--- config.mk ---
export PLATFORM = sky130hd
export DESIGN_NAME = pipe_stage_reg
export DESIGN_NICKNAME = d
export VERILOG_FILES = /design/src/rtl/pipe_stage_reg.sv
export SDC_FILE = /design/constraint.sdc
export NUM_CORES = 1
export LEC_CHECK = 0
export ABC_AREA = 1
export CAP_MARGIN = 20
export CORE_MARGIN = 2
export CORE_UTILIZATION = 44
export CTS_CLUSTER_DIAMETER = 60
export CTS_CLUSTER_SIZE = 30
export DETAILED_ROUTE_END_ITERATION = 8
export DONT_BUFFER_PORTS = 1
export PLACE_DENSITY = 0.64
export SLEW_MARGIN = 0
export SYNTH_ARGS = -nofsm -noshare
export SYNTH_HDL_FRONTEND = slang
export SYNTH_SLANG_ARGS = --single-unit
--- constraint.sdc ---
create_clock -name CLK -period 3.4 [get_ports CLK]
set_clock_uncertainty 0.1 [all_clocks]
set_input_delay 0.68 -clock CLK [delete_from_list [all_inputs] [get_ports CLK]]
set_output_delay 0.68 -clock CLK [all_outputs]
set_load 0.1 [all_outputs]
--- src/rtl/pipe_stage_reg.sv ---
// Valid/ready pipeline-stage register, 1-cycle latency; SKID=1 gives a 2-entry skid with registered in_ready, SKID=0 a single register with in_ready = !valid | out_ready.
// Optional stall counter under `ifdef PIPE_STATS_EN; flush kills held entries, out_ctrl is zero on bubbles.
module pipe_stage_reg #(
    parameter int DATA_W   = 32,
    parameter int NUM_DATA = 2,
    parameter int CTRL_W   = 4,
    parameter int ADDR_W   = 4,
    parameter int SKID     = 1
) (
    input  logic                       CLK,
    input  logic                       RST_N,
    input  logic                       flush,
    input  logic                       in_valid,
    output logic                       in_ready,
    input  logic [CTRL_W-1:0]          in_ctrl,
    input  logic [ADDR_W-1:0]          in_waddr,
    input  logic [NUM_DATA*DATA_W-1:0] in_data,
    output logic                       out_valid,
    input  logic                       out_ready,
    output logic [CTRL_W-1:0]          out_ctrl,
    output logic [ADDR_W-1:0]          out_waddr,
    output logic [NUM_DATA*DATA_W-1:0] out_data,
    output logic [1:0]                 occupancy
`ifdef PIPE_STATS_EN
    ,
    input  logic                       stats_clr,
    output logic [15:0]                stall_cnt
`endif
);

    typedef struct packed {
        logic [CTRL_W-1:0]          ctrl;
        logic [ADDR_W-1:0]          waddr;
        logic [NUM_DATA*DATA_W-1:0] data;
    } entry_t;

    entry_t     w_in;
    entry_t     w_m;
    logic       w_m_vld;
    logic       w_in_rdy;
    logic       w_in_fire;
    logic       w_out_fire;
    logic [1:0] w_occ;

    assign w_in.ctrl  = in_ctrl;
    assign w_in.waddr = in_waddr;
    assign w_in.data  = in_data;

    assign w_in_fire  = in_valid & w_in_rdy;
    assign w_out_fire = w_m_vld & out_ready;

    assign in_ready  = w_in_rdy;
    assign out_valid = w_m_vld;
    assign out_ctrl  = w_m_vld ? w_m.ctrl : '0;
    assign out_waddr = w_m.waddr;
    assign out_data  = w_m.data;
    assign occupancy = w_occ;

    generate
        if (SKID != 0) begin : g_skid
            typedef enum logic [1:0] {ST_EMPTY, ST_ONE, ST_TWO} state_t;

            state_t r_state;
            entry_t r_m;
            entry_t r_s;
            logic   r_in_rdy;

            // r_in_rdy tracks the next state so in_ready never depends on out_ready combinationally.
            always_ff @(posedge CLK or negedge RST_N) begin
                if (!RST_N) begin
                    r_state  <= ST_EMPTY;
                    r_m      <= '0;
                    r_s      <= '0;
                    r_in_rdy <= 1'b1;
                end else if (flush) begin
                    r_state  <= ST_EMPTY;
                    r_m.ctrl <= '0;
                    r_s.ctrl <= '0;
                    r_in_rdy <= 1'b1;
                end else begin
                    case (r_state)
                        ST_EMPTY: begin
                            if (w_in_fire) begin
                                r_m     <= w_in;
                                r_state <= ST_ONE;
                            end
                        end
                        ST_ONE: begin
                            if (w_in_fire && w_out_fire) begin
                                r_m <= w_in;
                            end else if (w_out_fire) begin
                                r_state <= ST_EMPTY;
                            end else if (w_in_fire) begin
                                r_s      <= w_in;
                                r_state  <= ST_TWO;
                                r_in_rdy <= 1'b0;
                            end
                        end
                        ST_TWO: begin
                            if (w_out_fire) begin
                                r_m      <= r_s;
                                r_state  <= ST_ONE;
                                r_in_rdy <= 1'b1;
                            end
                        end
                        default: begin
                            r_state  <= ST_EMPTY;
                            r_in_rdy <= 1'b1;
                        end
                    endcase
                end
            end

            assign w_m      = r_m;
            assign w_m_vld  = (r_state != ST_EMPTY);
            assign w_in_rdy = r_in_rdy;
            assign w_occ    = (r_state == ST_TWO) ? 2'd2 :
                              (r_state == ST_ONE) ? 2'd1 : 2'd0;
        end else begin : g_single
            entry_t r_m;
            logic   r_m_vld;

            always_ff @(posedge CLK or negedge RST_N) begin
                if (!RST_N) begin
                    r_m     <= '0;
                    r_m_vld <= 1'b0;
                end else if (flush) begin
                    r_m.ctrl <= '0;
                    r_m_vld  <= 1'b0;
                end else if (w_in_fire) begin
                    r_m     <= w_in;
                    r_m_vld <= 1'b1;
                end else if (w_out_fire) begin
                    r_m_vld <= 1'b0;
                end
            end

            assign w_m      = r_m;
            assign w_m_vld  = r_m_vld;
            assign w_in_rdy = !r_m_vld | out_ready;
            assign w_occ    = {1'b0, r_m_vld};
        end
    endgenerate

`ifdef PIPE_STATS_EN
    logic [15:0] r_stall_cnt;

    always_ff @(posedge CLK or negedge RST_N) begin
        if (!RST_N) begin
            r_stall_cnt <= '0;
        end else if (stats_clr) begin
            r_stall_cnt <= '0;
        end else if (w_m_vld && !out_ready && (r_stall_cnt != 16'hFFFF)) begin
            r_stall_cnt <= r_stall_cnt + 16'd1;
        end
    end

    assign stall_cnt = r_stall_cnt;
`endif

endmodule

==> flow_metrics.env, run 1 <==
export IMPL_leakagePower_nw=3.73
export IMPL_rsz0062_at_grt="false"
export IMPL_tritoncts="built"
export IMPL_synthMuxAreaShare_pct=0
export IMPL_drt_iter0_drc=260
export IMPL_fin_util_pct=46.3
export IMPL_yosys_area_share_simple_pct=22.4
export IMPL_synth_edf_count=0
export IMPL_ys_seq_area_share_pct=51.8
export IMPL_cts_root_buffer_cell="clkbuf_16"
export IMPL_wl_per_cell_um=14.5
export IMPL_fin_crit_sh_pct=73.6
export IMPL_die_x_um=131
export IMPL_relSlewSlack_pct=37.7
export IMPL_grtUsageTotal_pct=18.2
export IMPL_yosys_area_top_type="dfrtp_1"
export IMPL_drc=0
export IMPL_synth_area_sq_um=7100
export IMPL_synthCells=889
export IMPL_outcome="finished, violations left"
export IMPL_synth_top_family_by_area="simple AND/OR/NAND/NOR gates"
export IMPL_initial_utilization_pct=44.8
export IMPL_reg2reg_from="g_skid.r_state[0]"
export IMPL_yosys_cell_types_count=22
export IMPL_netlist_top_cells_count="296 x nand2_1, 146 x dfrtp_1, 81 x inv_1, 81 x nand3_1, 80 x o21ai_0"
export IMPL_coreArea_sq_um=15800
export IMPL_seq_area_sq_um=3680
export IMPL_irDropWorstVdd_mv=0.375
export IMPL_antenna_left=0
export IMPL_synth_ff_type="dfrtp_1"
export IMPL_worstPathArrival_ns=1.72
export IMPL_tns_ns=0
export IMPL_dieArea_sq_um=17200
export IMPL_synth_adder_area_share_pct=0
export IMPL_vias_per_cell=4.85
export IMPL_n_fill_cell=1560
export IMPL_r2r_cells=9
export IMPL_r2r_slack_ns=1.24
export IMPL_num_vias=5010
export IMPL_dp_hpwl_um=9110
export IMPL_powerDensity_nw_per_um2=991
export IMPL_min_path_type="primary input to async pin"
export IMPL_fin_crit_ns=2.50
export IMPL_failed_checks="hold timing"
export IMPL_total_power_mw=7.27
export IMPL_worstSetupEndpointType="output port"
export IMPL_drive_gt1_share_pct=7.23
export IMPL_path_class="flop to output port"
export IMPL_synth_top_area_share_pct=51.5
export IMPL_reg2reg_to="g_skid.r_s[55]"
export IMPL_grt_pass1_wl_um=24100
export IMPL_critPathLaunchType="flop"
export IMPL_worst_pin_slew_ns=0.935
export IMPL_synth_ff_latch_count=147
export IMPL_finalMaxSlewViolations=0
export IMPL_nets=880
export IMPL_clockBufferDepth=2
export IMPL_clock_latency_ns=0.41
export IMPL_area_growth_pct=3.26
export IMPL_cp_max_fo=7
export IMPL_grt_max_degree=148
export IMPL_multi_input_area_sq_um=2350
export IMPL_async_flop_share_pct=100
export IMPL_ios=153
export IMPL_port_buffers=0
export IMPL_clk_pin_slew_ns=0.06
export IMPL_grt_pass1_vias=4476
export IMPL_drt_total_wl_um=15000
export IMPL_synth_nets=966
export IMPL_chipHeight_um=131
export IMPL_cap_violations=0
export IMPL_antenna_found_initial=0
export IMPL_h_tree_depth=4
export IMPL_drt_first_pass_iters=5
export IMPL_yosysWarnings=0
export IMPL_cts_buffers=17
export IMPL_stdcell_area_sq_um=7330
export IMPL_rows=46
export IMPL_gp_congestion=0.718
export IMPL_yosysMostFrequentCell="nand2_1"
export IMPL_dpl_instance_area_sq_um=6760
export IMPL_finalSetupViolations=0
export IMPL_synth_compound_area_share_pct=10.4
export IMPL_synth_area_per_cell_sq_um=7.98
export IMPL_clock_sinks=147
export IMPL_max_freq_mhz=400
export IMPL_insertedDiodeCount=0
export IMPL_cp_data_required_time_ns=2.62
export IMPL_synth_xor_area_share_pct=0
export IMPL_hold_ws_ns=-0.137
export IMPL_final_hold_violation_count=146
export IMPL_yosys_top_cells_area="dfrtp_1 51%, nand2_1 16%, buf_4 7.8%"
export IMPL_grt_overflow_total=0
==> critical path, stage by stage (launching register included) <==
cell	delay, ns
dfrtp_1	0.44
nor2_2	0.37
inv_1	0.50
==> final cells by class <==
| cell class | count | area share (%) |
|---|---|---|
| tap | 216 | 3.69 |
| inverter | 84 | 4.30 |
| clock inverter | 10 | 1.47 |
| clock buffer | 22 | 6.33 |
| sequential | 147 | 50.2 |
| multi-input combinational | 538 | 32.1 |
| timing repair buffer | 15 | 1.88 |
==> cells by family (layout without fill, tap and decap cells) <==
group | Yosys count | after routing
flip-flops | 147 | 147
AND/OR/NAND/NOR | 391 | 391
buffers and inverters | 204 | 131
AO/OA/AOI/OAI | 147 | 147
==> stage by stage <==
stage / worst slack, ns / cells
CTS: 0.867 / 1032
global placement: 1.16 / 1000
finish: 0.898 / 1032
floorplan: 0.755 / 889
detailed placement: 1.16 / 1000
global route: 0.810 / 1032
==> worst max-delay path by stage <==
stage	start	end	slack, ns	cells past startpoint
after floorplan	g_skid.r_state[1]	occupancy[1]	0.76	2
after global placement	in_valid	out_data[54]	1.16	7
after detailed placement	in_valid	out_data[54]	1.16	7
after CTS	g_skid.r_state[0]	out_valid	0.87	2
after global routing	g_skid.r_state[1]	out_valid	0.81	2
final	g_skid.r_state[0]	out_valid	0.90	2
==> power breakdown <==
part | switching, mW | internal [mW] | total [mW]
Sequential | 2.16 | 2.30 | 4.46
Combinational | 0.638 | 0.346 | 0.983
Clock | 0.712 | 1.11 | 1.82
==> per-layer routing <==
metal	wire length, um	global-route usage [%]	up-vias
met2	6870	26.8	127
met1	6930	25.3	2320
met5	0	0	-
met3	1090	6.56	11
met4	119	5.19	0
li1	-	-	2552
==> layout by cell type, fill, tap and decap left out, drive strengths merged <==
cell / count
a21oi: 1
a31oi: 1
buf: 15
bufinv: 2
clkbuf: 22
clkinv: 6
clkinvlp: 3
dfrtp: 146
dfstp: 1
inv: 83
nand2: 297
nand3: 81
nand4: 1
nor2: 12
o21ai: 144
o22ai: 1
==> repair_timing <==
| action | 4_1_cts | 5_1_grt |
|---|---|---|
| setup buffers | 0 | 0 |
| endpoints found under the hold margin | 146 | 146 |
| resized for setup | 0 | 0 |
==> registers in the layout, indices dropped and copies added (netlist names) <==
register,count
g_skid.r_m,4
g_skid.r_s,72
g_skid.r_state,2
in_ready,1
out_data,64
out_waddr,4
No activity file was read; power rests on OpenSTA's default activity.
==> inputs of run 2 (changes only) <==
==> constraint.sdc (replaced) <==
create_clock -name CLK -period 2.5 [get_ports CLK]
set_clock_uncertainty 0.1 [all_clocks]
set_input_delay 0.5 -clock CLK [delete_from_list [all_inputs] [get_ports CLK]]
set_output_delay 0.5 -clock CLK [all_outputs]
set_load 0.1 [all_outputs]
==> run 2 against run 1 <==
Against the previous run: the flow still finishes with violations (hold timing); combinational power rose to 4.6 times the previous value; routed wire length up 5.6%; die area stayed put; clock power is 57% higher; utilization increased by 4.2 points; via count is 7.6% higher; register-to-register slack worse by 0.85 ns; global-route usage increased by 0.60 points; worst hold slack got worse by 0.19 ns; critical path type unchanged.
==> flow_metrics.env, run 2 (synthesis gave the netlist of run 1 again) <==
export IMPL_cp_depth=3
export IMPL_initial_utilization_pct=44.8
export IMPL_fin_crit_ns=2.35
export IMPL_r2r_cells=7
export IMPL_tritoncts="built"
export IMPL_cp_top_family="buffers and inverters"
export IMPL_h_tree_depth=4
export IMPL_chipHeight_um=131
export IMPL_drc=0
export IMPL_clock_latency_ns=0.42
export IMPL_nets=953
export IMPL_final_common_cell="nand2_1"
export IMPL_grt_overflow_total=0
export IMPL_failed_checks="hold timing"
export IMPL_worstPathArrival_ns=1.75
export IMPL_final_cell_mix="294 x nand2_1, 146 x dfrtp_1, 83 x buf_4, 81 x inv_1, 81 x nand3_1"
export IMPL_stdcell_area_sq_um=8000
export IMPL_vias_per_cell=4.88
export IMPL_die_x_um=131
export IMPL_max_freq_mhz=425
export IMPL_cts_buffers=17
export IMPL_coreArea_sq_um=15800
export IMPL_dieArea_sq_um=17200
export IMPL_crit_buf_inv=2
export IMPL_cap_violations=0
export IMPL_tns_ns=0
export IMPL_cp_cell_sequence="nor2_2 > buf_4 > inv_1"
export IMPL_cts_root_buffer_cell="clkbuf_16"
export IMPL_gp_congestion=0.731
export IMPL_largest_reg_flops=72
export IMPL_grt_pass1_wl_um=24900
export IMPL_grtUsageTotal_pct=18.8
export IMPL_crit_path_top_delay_cell="inv_1"
export IMPL_preCtsSetupSlack_ns=0.425
export IMPL_postCtsSetupRepairBufs=0
export IMPL_dp_hpwl_um=9610
export IMPL_antenna_found_initial=0
export IMPL_drt_first_pass_iters=5
export IMPL_powerDensity_nw_per_um2=1360
export IMPL_grt_max_degree=148
export IMPL_finalSetupViolations=0
export IMPL_cp_data_required_time_ns=1.90
export IMPL_ios=153
export IMPL_drt_iter0_drc=405
export IMPL_min_path_type="primary input to async pin"
export IMPL_port_buffers=0
export IMPL_path_class="flop to output port"
export IMPL_fin_crit_sh_pct=94.2
export IMPL_regMostFlops="g_skid.r_s"
export IMPL_relSlewSlack_pct=43.8
export IMPL_worstSetupEndpointType="output port"
export IMPL_clk_pin_slew_ns=0.06
export IMPL_critPathLaunchType="flop"
export IMPL_fin_ws_ns=0.145
export IMPL_area_growth_pct=12.7
export IMPL_finalMaxSlewViolations=0
export IMPL_worst_pin_slew_ns=0.843
export IMPL_clock_sinks=147
export IMPL_rows=46
export IMPL_dpl_instance_area_sq_um=7340
export IMPL_insertedDiodeCount=0
export IMPL_grt_pass1_vias=4840
export IMPL_rsz0062_at_grt="false"
export IMPL_num_vias=5390
export IMPL_leakagePower_nw=4.16
export IMPL_irDropWorstVdd_mv=0.477
export IMPL_drt_total_wl_um=15900
export IMPL_cts_resized=0
export IMPL_drive_gt1_share_pct=15.2
export IMPL_final_hold_violation_count=146
export IMPL_clockBufferDepth=2
export IMPL_cp_max_fo=5
export IMPL_max_stage_delay_ns=0.60
export IMPL_outcome="finished, violations left"
export IMPL_hold_ws_ns=-0.328
export IMPL_antenna_left=0
export IMPL_total_power_mw=10.9
export IMPL_wl_per_cell_um=14.3
-- run 2: cell types whose count changed in the layout (fill, tap and decap cells not counted), sizes merged --
cell      change
inv           +1
clkinvlp      -2
buf          +73
bufinv        +3
clkbuf        -3
clkinv        +1
-- run 2: through the flow --
| stage | std cells | util, % |
|---|---|---|
| 6_report | 1105 | 50.5 |
| 5_1_grt | 1105 | 50.5 |
| 4_1_cts | 1105 | 50.5 |
| 3_5_place_dp | 1073 | 46.4 |
| 3_3_place_gp | 1073 | 46.4 |
| 2_1_floorplan | 889 | - |
-- run 2: path summary, 6_finish.rpt --
path	slack (ns)	from	to
min reg2reg	0.37	out_data[51]	out_data[51]
max reg2reg	0.39	in_ready	out_data[18]
max	0.15	g_skid.r_state[1]	out_valid
min	-0.33	RST_N	out_data[29]
min in group CLK	0.11	in_data[3]	g_skid.r_s[3]
max in group asynchronous	2.27	RST_N	in_ready
-- run 2: power by group --
group / switching, mW / total, mW / leakage (nW) / internal (mW)
Combinational: 3.65 / 4.56 / 2.03 / 0.915
Sequential: 0.262 / 3.45 / 1.80 / 3.19
Clock: 1.02 / 2.85 / 0.323 / 1.82
-- run 2: per-layer routing --
metal	vias up	part of all wire, %	track usage, %
li1	2702	-	-
met1	2518	45	25.4
met2	151	45	28.3
met3	19	8.6	6.51
met4	0	1.3	6.51
met5	-	0	0
-- run 2: layout make-up --
type | instances | area (sq um)
Tap cell | 216 | 270
Sequential cell | 147 | 3680
Inverter | 84 | 315
Clock inverter | 13 | 204
Multi-Input combinational cell | 538 | 2350
Clock buffer | 19 | 453
Fill cell | 1501 | 7830
Timing Repair Buffer | 88 | 723
==> inputs of run 3 (changes only) <==
--- a/config.mk
+++ b/config.mk
@@ -13,7 +13,7 @@
 export CTS_CLUSTER_SIZE = 30
 export DETAILED_ROUTE_END_ITERATION = 8
 export DONT_BUFFER_PORTS = 1
-export PLACE_DENSITY = 0.64
+export REMOVE_ABC_BUFFERS = 1
 export SLEW_MARGIN = 0
 export SYNTH_ARGS = -nofsm -noshare
 export SYNTH_HDL_FRONTEND = slang
==> constraint.sdc (replaced) <==
create_clock -name CLK -period 2.64 [get_ports CLK]
set_clock_uncertainty 0.1 [all_clocks]
set_input_delay 0.528 -clock CLK [delete_from_list [all_inputs] [get_ports CLK]]
set_output_delay 0.528 -clock CLK [all_outputs]
set_load 0.1 [all_outputs]
==> run 3 against run 2 <==
Against the previous run: the flow still finishes with violations (hold timing); via count decreased by 4.7%; clock-buffer cell count did not move; final cell count down 2.4%; total power down 11%; largest power group is now registers; utilization shrank 1.8 points; critical path depth fell by 1; die area unchanged; critical path type unchanged.
==> flow_metrics.env, run 3 (synthesis gave the netlist of run 1 again) <==
export IMPL_cts_root_buffer_cell="clkbuf_16"
export IMPL_clockBufferDepth=2
export IMPL_final_common_cell="nand2_1"
export IMPL_irDropWorstVdd_mv=0.748
export IMPL_regMostFlops="g_skid.r_s"
export IMPL_die_x_um=131
export IMPL_relSlewSlack_pct=38.1
export IMPL_port_buffers=0
export IMPL_path_class="flop to output port"
export IMPL_finalSetupViolations=0
export IMPL_chipHeight_um=131
export IMPL_cts_buffers=17
export IMPL_area_growth_pct=8.71
export IMPL_hold_ws_ns=-0.301
export IMPL_stdcell_area_sq_um=7720
export IMPL_worstSetupEndpointType="output port"
export IMPL_clock_latency_ns=0.42
export IMPL_coreArea_sq_um=15800
export IMPL_gp_congestion=0.744
export IMPL_outcome="finished, violations left"
export IMPL_n_fill_cell=1544
export IMPL_initial_utilization_pct=44.8
export IMPL_max_freq_mhz=435
export IMPL_cp_data_required_time_ns=2.01
export IMPL_postCtsSetupRepairBufs=0
export IMPL_vias_per_cell=4.76
export IMPL_cap_violations=0
export IMPL_nets=927
export IMPL_num_vias=5136
export IMPL_multi_input_area_sq_um=2360
export IMPL_drt_total_wl_um=15200
export IMPL_fin_crit_sh_pct=87.1
export IMPL_cts_resized=0
export IMPL_drc=0
export IMPL_worst_pin_slew_ns=0.929
export IMPL_final_cell_mix="294 x nand2_1, 146 x dfrtp_1, 81 x inv_1, 81 x nand3_1, 80 x o21ai_0"
export IMPL_ios=153
export IMPL_grt_overflow_total=0
export IMPL_min_path_type="primary input to async pin"
export IMPL_antenna_left=0
export IMPL_cp_max_fo=7
export IMPL_fin_crit_ns=2.30
export IMPL_dp_hpwl_um=9150
export IMPL_grt_pass1_wl_um=24600
export IMPL_critPathLaunchType="flop"
export IMPL_powerDensity_nw_per_um2=1250
export IMPL_insertedDiodeCount=0
export IMPL_grt_max_degree=148
export IMPL_leakagePower_nw=3.98
export IMPL_finalMaxSlewViolations=0
export IMPL_grtUsageTotal_pct=18.4
export IMPL_worstPathArrival_ns=1.67
export IMPL_failed_checks="hold timing"
export IMPL_final_hold_violation_count=147
export IMPL_grt_pass1_vias=4806
export IMPL_antenna_found_initial=0
export IMPL_tritoncts="built"
export IMPL_largest_reg_flops=72
export IMPL_rsz0062_at_grt="false"
export IMPL_h_tree_depth=4
export IMPL_drive_gt1_share_pct=12.6
export IMPL_clk_pin_slew_ns=0.06
export IMPL_rows=46
export IMPL_wl_per_cell_um=14.1
export IMPL_drt_first_pass_iters=4
export IMPL_dpl_instance_area_sq_um=7150
export IMPL_dieArea_sq_um=17200
export IMPL_drt_iter0_drc=315
export IMPL_seq_area_sq_um=3680
export IMPL_clock_sinks=147
export IMPL_r2r_slack_ns=0.66
export IMPL_tns_ns=0
## run 3: cell count changes in the layout (fill, tap and decap cells not counted)
| cell | previous run | this run |
|---|---|---|
| buf_4 | 83 | 57 |
| bufinv_16 | 5 | 1 |
| clkinv_2 | 4 | 5 |
| clkinv_4 | 2 | 1 |
| clkinvlp_4 | 1 | 5 |
| nand2_2 | 2 | 1 |
| nand2_4 | 1 | 2 |
## run 3: worst paths after layout
check	depth (start not counted)	endpoint	from
setup / recovery	2	out_valid	g_skid.r_state[0]
hold / removal	0	out_data[47]	RST_N
setup reg to reg	8	out_data[2]	g_skid.r_state[0]
hold reg to reg	2	out_data[37]	out_data[37]
max in group asynchronous	0	in_ready	RST_N
min in group CLK	2	g_skid.r_s[69]	in_ctrl[1]
## run 3: stage by stage
step                      power, mW  setup slack [ns]  utilization (%)  cells
after floorplan                6.70             -2.03                -    769
after global placement         7.41             0.668             45.2   1047
after detailed placement       7.47             0.621             45.2   1047
after CTS                      9.78             0.301             48.8   1079
after global routing           10.2             0.213             48.8   1079
final                          9.67             0.340             48.8   1079
## run 3: area by class of cell
| class | count | share of cell area, % |
|---|---|---|
| Timing Repair Buffer | 62 | 6.84 |
| Inverter | 84 | 4.09 |
| Clock inverter | 13 | 1.43 |
| Tap cell | 216 | 3.50 |
| Multi-Input combinational cell | 538 | 30.6 |
| Clock buffer | 19 | 5.87 |
| Sequential cell | 147 | 47.7 |
## run 3: per-layer routing
metal  vias to the layer above  GRT usage (%)  wire, um
met1                      2340           24.5      6930
li1                       2653              -         -
met3                        18           7.70      1310
met4                         0           5.26       194
met5                         -              0         0
met2                       125           27.8      6800
## run 3: report_power, final
part	switching, mW	internal, mW	total, mW
registers	1.07	3.00	4.07
clock network	0.936	1.34	2.28
logic	2.60	0.732	3.33
## run 3: worst max-delay path, stage by stage (launching register included)
cell	delay, ns
dfrtp_1	0.45
nor2_2	0.33
inv_1	0.47
